--- src/rtl/video_timing_if.sv ---
// Raster timing bundle: coordinates, syncs, enable, strobes and frame count.
interface video_timing_if #(
    parameter int COORDSPC = 16
);
    logic signed [COORDSPC-1:0] sx;
    logic signed [COORDSPC-1:0] sy;
    logic                       hsync;
    logic                       vsync;
    logic                       video_enable;
    logic                       frame_start;
    logic                       line_start;
    logic [15:0]                frame_count;

    modport master (
        output sx, sy, hsync, vsync, video_enable,
        output frame_start, line_start, frame_count
    );

    modport slave (
        input sx, sy, hsync, vsync, video_enable,
        input frame_start, line_start, frame_count
    );
endinterface

--- src/rtl/video_timing.sv ---
// Raster timing generator: signed pixel coordinates with blanking before
// the visible origin, plus syncs, enable and strobes aligned to them.
module video_timing #(
    parameter int COORDSPC = 16,
    parameter int H_RES    = 1280,
    parameter int H_FP     = 110,
    parameter int H_SYNC   = 40,
    parameter int H_BP     = 220,
    parameter int V_RES    = 720,
    parameter int V_FP     = 5,
    parameter int V_SYNC   = 5,
    parameter int V_BP     = 20,
    parameter bit H_POL    = 1'b1,
    parameter bit V_POL    = 1'b1
) (
    input  logic           video_clk_pix,
    input  logic           video_rst_pix,
    video_timing_if.master vid
);
    localparam int H_STA = -(H_FP + H_SYNC + H_BP);
    localparam int V_STA = -(V_FP + V_SYNC + V_BP);
    localparam longint C_MAX = (longint'(1) <<< (COORDSPC - 1)) - 1;
    localparam longint C_MIN = -C_MAX - 1;

    if (H_FP < 1 || H_SYNC < 1 || H_BP < 1 ||
        V_FP < 1 || V_SYNC < 1 || V_BP < 1 ||
        H_RES < 1 || V_RES < 1 ||
        longint'(H_STA) < C_MIN || longint'(V_STA) < C_MIN ||
        longint'(H_RES - 1) > C_MAX ||
        longint'(V_RES - 1) > C_MAX) begin : g_bad_params
        $error("video_timing: illegal timing parameters");
    end

    typedef logic signed [COORDSPC-1:0] coord_t;

    localparam coord_t L_ONE  = coord_t'(1);
    localparam coord_t L_HSTA = coord_t'(H_STA);
    localparam coord_t L_HEND = coord_t'(H_RES - 1);
    localparam coord_t L_HS0  = coord_t'(H_STA + H_FP);
    localparam coord_t L_HS1  = coord_t'(H_STA + H_FP + H_SYNC - 1);
    localparam coord_t L_VSTA = coord_t'(V_STA);
    localparam coord_t L_VEND = coord_t'(V_RES - 1);
    localparam coord_t L_VS0  = coord_t'(V_STA + V_FP);
    localparam coord_t L_VS1  = coord_t'(V_STA + V_FP + V_SYNC - 1);

    coord_t      r_sx;
    coord_t      r_sy;
    logic        r_hsync;
    logic        r_vsync;
    logic        r_de;
    logic        r_fs;
    logic        r_ls;
    logic [15:0] r_frame_count;
    logic        r_first;

    coord_t      w_nx;
    coord_t      w_ny;
    logic        w_hwrap;
    logic        w_vwrap;

    always_comb begin
        w_hwrap = (r_sx == L_HEND);
        w_vwrap = (r_sy == L_VEND);
        w_nx    = w_hwrap ? L_HSTA : r_sx + L_ONE;
        w_ny    = r_sy;
        if (w_hwrap) begin
            w_ny = w_vwrap ? L_VSTA : r_sy + L_ONE;
        end
    end

    // Every output is computed from the next point so all of them move together.
    always_ff @(posedge video_clk_pix) begin
        if (video_rst_pix) begin
            r_sx          <= L_HEND;
            r_sy          <= L_VEND;
            r_hsync       <= !H_POL;
            r_vsync       <= !V_POL;
            r_de          <= 1'b0;
            r_fs          <= 1'b0;
            r_ls          <= 1'b0;
            r_frame_count <= 16'd0;
            r_first       <= 1'b1;
        end else begin
            r_sx    <= w_nx;
            r_sy    <= w_ny;
            r_hsync <= (w_nx >= L_HS0 && w_nx <= L_HS1) ? H_POL : !H_POL;
            r_vsync <= (w_ny >= L_VS0 && w_ny <= L_VS1) ? V_POL : !V_POL;
            r_de    <= !w_nx[COORDSPC-1] && !w_ny[COORDSPC-1];
            r_ls    <= w_hwrap;
            r_fs    <= w_hwrap && w_vwrap;
            // The reset-exit wrap lands on the origin but is not a completed frame.
            if (w_hwrap && w_vwrap && !r_first) begin
                r_frame_count <= r_frame_count + 16'd1;
            end
            r_first <= 1'b0;
        end
    end

    assign vid.sx           = r_sx;
    assign vid.sy           = r_sy;
    assign vid.hsync        = r_hsync;
    assign vid.vsync        = r_vsync;
    assign vid.video_enable = r_de;
    assign vid.frame_start  = r_fs;
    assign vid.line_start   = r_ls;
    assign vid.frame_count  = r_frame_count;
endmodule

--- src/flat_wrapper.sv ---
// flat-port wrapper written by rule: the top's interface ports become plain ports
module video_timing_flat 
#(
    parameter int COORDSPC = 16,
    parameter int H_RES    = 1280,
    parameter int H_FP     = 110,
    parameter int H_SYNC   = 40,
    parameter int H_BP     = 220,
    parameter int V_RES    = 720,
    parameter int V_FP     = 5,
    parameter int V_SYNC   = 5,
    parameter int V_BP     = 20,
    parameter bit H_POL    = 1'b1,
    parameter bit V_POL    = 1'b1
)
  (video_clk_pix, video_rst_pix, vid_sx, vid_sy, vid_hsync, vid_vsync, vid_video_enable, vid_frame_start, vid_line_start, vid_frame_count);
  video_timing_if #(.COORDSPC(COORDSPC)) vid_i ();
  input  logic video_clk_pix;
  input  logic video_rst_pix;
  output wire logic [$bits(vid_i.sx)-1:0] vid_sx;
  output wire logic [$bits(vid_i.sy)-1:0] vid_sy;
  output wire logic [$bits(vid_i.hsync)-1:0] vid_hsync;
  output wire logic [$bits(vid_i.vsync)-1:0] vid_vsync;
  output wire logic [$bits(vid_i.video_enable)-1:0] vid_video_enable;
  output wire logic [$bits(vid_i.frame_start)-1:0] vid_frame_start;
  output wire logic [$bits(vid_i.line_start)-1:0] vid_line_start;
  output wire logic [$bits(vid_i.frame_count)-1:0] vid_frame_count;
  assign vid_sx = vid_i.sx;
  assign vid_sy = vid_i.sy;
  assign vid_hsync = vid_i.hsync;
  assign vid_vsync = vid_i.vsync;
  assign vid_video_enable = vid_i.video_enable;
  assign vid_frame_start = vid_i.frame_start;
  assign vid_line_start = vid_i.line_start;
  assign vid_frame_count = vid_i.frame_count;
  video_timing #(.COORDSPC(COORDSPC), .H_RES(H_RES), .H_FP(H_FP), .H_SYNC(H_SYNC), .H_BP(H_BP), .V_RES(V_RES), .V_FP(V_FP), .V_SYNC(V_SYNC), .V_BP(V_BP), .H_POL(H_POL), .V_POL(V_POL)) u_core (.video_clk_pix(video_clk_pix), .video_rst_pix(video_rst_pix), .vid(vid_i));
endmodule
--- config.mk ---
export PLATFORM = sky130hd
export DESIGN_NAME = video_timing_flat
export DESIGN_NICKNAME = d
export VERILOG_FILES = /design/src/rtl/video_timing_if.sv /design/src/rtl/video_timing.sv /design/src/flat_wrapper.sv
export SDC_FILE = /design/constraint.sdc
export NUM_CORES = 1
export LEC_CHECK = 0
export CAP_MARGIN = 5
export CORE_MARGIN = 3
export CORE_UTILIZATION = 65
export CTS_BUF_LIST = sky130_fd_sc_hd__clkbuf_2 sky130_fd_sc_hd__clkbuf_4 sky130_fd_sc_hd__clkbuf_8
export DETAILED_ROUTE_END_ITERATION = 10
export DONT_BUFFER_PORTS = 1
export GPL_TIMING_DRIVEN = 0
export PLACE_DENSITY = 0.81
export SYNTH_ARGS = -nofsm -noshare
export SYNTH_HDL_FRONTEND = slang
export SYNTH_SLANG_ARGS = --single-unit
--- constraint.sdc ---
create_clock -name video_clk_pix -period 4.53 [get_ports video_clk_pix]
set_clock_uncertainty 0.2 [all_clocks]
set_input_delay 1.1325 -clock video_clk_pix [delete_from_list [all_inputs] [get_ports video_clk_pix]]
set_output_delay 1.1325 -clock video_clk_pix [all_outputs]
set_load 0.03 [all_outputs]
==> tab_implementation.tex <==
\begin{tabular}{lr}
\hline
Metric & Value \\
\hline
\multicolumn{2}{l}{\textbf{Routing}} \\
DR vias & 2324 \\
Post-route DRC & 0 \\
DR pass1 iterations & 4 \\
Routed wire length & 5910 um \\
Via density per instance & 6.35 \\
Routed wire per std cell & 16.1 um \\
Initial drt markers & approximately 150 \\
Antenna violation net count after detailed routing & 0 \\
\multicolumn{2}{l}{\textbf{Timing}} \\
Pins Over Slew Limit & 0 \\
Final setup violation count & 0 \\
Number of hold-slack violations in the final timing report & 0 \\
Setup Total Neg Slack & 0 ns \\
Unrepaired setup endpoints after global routing & no \\
Final critical-path share of the clock period & roughly 73\% \\
Post-layout minimum cycle time & 3.33 ns \\
Highest Clock Rate & 301 MHz \\
Max-Slew Margin vs Limit & 47.4\% \\
Pin slew with the least headroom to its limit & 0.781 ns \\
\multicolumn{2}{l}{\textbf{Yosys}} \\
Async set-reset flop share out of synthesis & 0\% \\
Unique masters post-synth & 57 \\
Multiplexer fraction of the synthesized cell area & 1.52\% \\
Share of the yosys chip area belonging to registers & between 30\% and 40\% \\
Number of flops mapped to enable cells by yosys & 0 \\
Parity-gate share of the synthesized area counting xor and xnor cells & 10.3\% \\
Combined area of all synthesized cells & 2720 sq um \\
Cells after synthesis & 310 \\
Number of nets in the synthesized netlist & 315 \\
Post-synthesis share of cell area spent on full adders, half adders and majority gates & 1.38\% \\
Area share of and/or/nand/nor cells after synthesis & 30.1\% \\
Largest family of logic cells by synthesized area & simple AND/OR/NAND/NOR gates \\
Synthesized area divided by synthesized cell count & 8.77 sq um \\
Ys flop type & dfxtp\_1 \\
Compound-gate portion of the synthesized area & a little over an eighth \\
Number of warnings issued by yosys & 0 \\
Yosys reg bits & 54 \\
\multicolumn{2}{l}{\textbf{Setup path}} \\
Crit path arrival time & 3.31 ns \\
Category of the worst setup path capture point & flop \\
Reg2reg end & u\_core.vid.vsync \\
Endpoint of the worst setup timing path & u\_core.vid.vsync \\
FF-to-FF path depth & 10 \\
Critical path startpoint & u\_core.vid.sx[0] \\
Worst-path fanout max & 10 \\
Classification of the worst setup path & flop to flop \\
CP Launch Type & flop \\
Endpoint required time on the critical path & 4.51 ns \\
Reg2reg setup slack & 1.20 ns \\
Worst r2r src & u\_core.vid.sx[0] \\
\multicolumn{2}{l}{\textbf{Die}} \\
Cell row count & 22 \\
Die extent in y & 70.7 um \\
Core Box Area & 3850 sq um \\
Die outline area & 5000 sq um \\
Number of ports placed on the die boundary & 55 \\
Initial cell density of the core & 70.6\% \\
Die width & around 71 um \\
\multicolumn{2}{l}{\textbf{Clock network}} \\
Cts-stage hold buffer count & 0 \\
CTS resizes & 0 \\
Worst-Skew Late Latency & 0.31 ns \\
Clock tree root driver cell & clkbuf\_8 \\
Number of clock sinks & 54 \\
Clock tree from TritonCTS & yes \\
Post-CTS setup repair buffer count & 0 \\
Clock Path Buffers & 2 \\
Number of H-tree branching levels & 2 \\
Total CTS buffers & 5 \\
Clock input transition at the sequential cells of the worst setup and hold paths & $\sim$0.1 ns \\
\multicolumn{2}{l}{\textbf{Global routing}} \\
GR Util All Layers & 23.9\% \\
Number of antenna violations at the first check in global routing & 0 \\
Global route overflow & 0 \\
First-pass GRT wire length & 9750 um \\
Number of global-route vias before repair & 2118 \\
Maximum number of pins on one net before global-route repair & 19 \\
\multicolumn{2}{l}{\textbf{Placement}} \\
\# port buffers & 0 \\
Placed insts & 358 \\
Placer's final routability congestion estimate & 0.902 \\
Post-DP HPWL & 4280 um \\
\multicolumn{2}{l}{\textbf{Power}} \\
Max IR drop VDD & a little over 0.0007 V \\
Leakage & slightly above 1 nW \\
Power Dens Cells & 854 nW/um\^{}2 \\
\multicolumn{2}{l}{\textbf{Run}} \\
Max-cap violations & 0 \\
\multicolumn{2}{l}{\textbf{Worst hold path}} \\
Worst min-delay path class & flop to flop \\
Worst hold start & u\_core.vid.frame\_count[6] \\
\multicolumn{2}{l}{\textbf{Finish}} \\
Antenna diode count & 0 \\
Final nets & 322 \\
Fraction of layout instances using a drive strength above 1 & between 10 and 15\% \\
Area delta synth->final & 5.61\% \\
Filler Cells Inserted & 313 \\
Number of non-filler instances in the completed layout & 366 \\
\multicolumn{2}{l}{\textbf{Status}} \\
Run status & complete, no violations \\
\hline
\end{tabular}
==> how the worst min path moves through the flow <==
stage	cells after the start	slack, ns	to
finish	2	0.48	u_core.vid.frame_count[6]
global placement	2	0.44	u_core.vid.frame_count[6]
detailed placement	2	0.45	u_core.vid.frame_count[6]
CTS	2	0.46	u_core.vid.frame_count[6]
floorplan	2	0.42	u_core.vid.frame_count[6]
global route	2	0.49	u_core.vid.frame_count[6]
==> cells in the final DEF, fill, tap and decap left out, drive strengths merged, types with 6 or more instances in the layout <==
cell type / instances
clkbuf: 14
and4: 6
a21oi: 16
nor2: 29
nor4: 9
buf: 7
nand2: 34
o21ai: 12
nand4: 13
and3: 8
xor2: 16
dfxtp: 54
nand3: 15
xnor2: 16
nor3: 9
==> flip-flops by register name, indices dropped and copies added (netlist names) <==
signal	flops
u_core.vid.frame_count	16
u_core.vid.sx	16
u_core.vid.sy	16
u_core.r_first	1
u_core.vid.frame_start	1
u_core.vid.hsync	1
u_core.vid.line_start	1
u_core.vid.video_enable	1
u_core.vid.vsync	1
==> synth_stat cells (4+ instances only) <==
master,count,area share (%)
inv_1,4,0.55
clkbuf_1,7,0.97
and4_1,5,1.6
xor2_1,16,5.2
nor4_1,6,1.4
nand4_1,12,2.8
or3_1,5,1.1
and3_1,8,1.8
nand3_1,15,2.8
nor2_1,29,4.0
nor3_1,9,1.7
xnor2_1,16,5.2
nand2_1,32,4.4
dfxtp_1,54,40
buf_2,7,1.3
o21ai_0,12,2.2
a21oi_1,15,2.8
==> area by class of cell <==
cell class              count  area [sq um]  share of cell area [%]
multi-input cells         236          1540                    53.7
clock buffers               5          68.8                    2.40
clock inverters             3          23.8                   0.828
well taps                  48          60.1                    2.09
plain buffers              16          82.6                    2.87
inverters                   4          15.0                   0.523
flip-flops and latches     54          1080                    37.6
==> through the flow <==
stage / instance area, sq um / power (mW) / setup slack, ns / util [%] / hold slack (ns)
floorplan: 2720 / 1.93 / 1.66 / - / 0.418
global placement: 2780 / 2.15 / 1.31 / 72.1 / 0.441
detailed placement: 2780 / 2.17 / 1.27 / 72.1 / 0.451
CTS: 2870 / 2.45 / 1.21 / 74.5 / 0.465
global route: 2870 / 2.62 / 1.01 / 74.5 / 0.487
finish: 2870 / 2.45 / 1.20 / 74.5 / 0.479
==> routing by layer <==
metal / up-vias / routed length, um / GRT usage [%] / share of wire (%)
met3: 11 / 511 / 8.38 / 8.6
met5: - / 0 / 0 / 0
met4: 0 / 99 / 8.56 / 1.7
li1: 1145 / - / - / -
met2: 83 / 2650 / 36.6 / 45
met1: 1085 / 2640 / 31.4 / 45
==> report_power, final <==
part,switching (mW),total [mW],internal (mW),leakage (nW)
sequential,0.435,1.04,0.602,0.440
clock,0.164,0.275,0.111,0.0408
combinational,0.661,1.14,0.480,0.547
total,1.26,2.45,1.19,1.03
==> critical path: stages, from the launching register on <==
cell,delay [ns]
dfxtp_1,0.65
ha_1,0.22
buf_2,0.17
and4_1,0.31
and4_2,0.23
clkbuf_4,0.18
buf_2,0.25
nand3_1,0.13
xor2_1,0.19
or2_2,0.30
a2111oi_1,0.35
==> logic make-up after synthesis <==
kind of cell,Yosys count
mux,4
simple gates,143
buf+inv,20
fa+ha+maj,3
xor+xnor,32
compound gates,54
flops,54
Power figures use the tool's default switching activity.
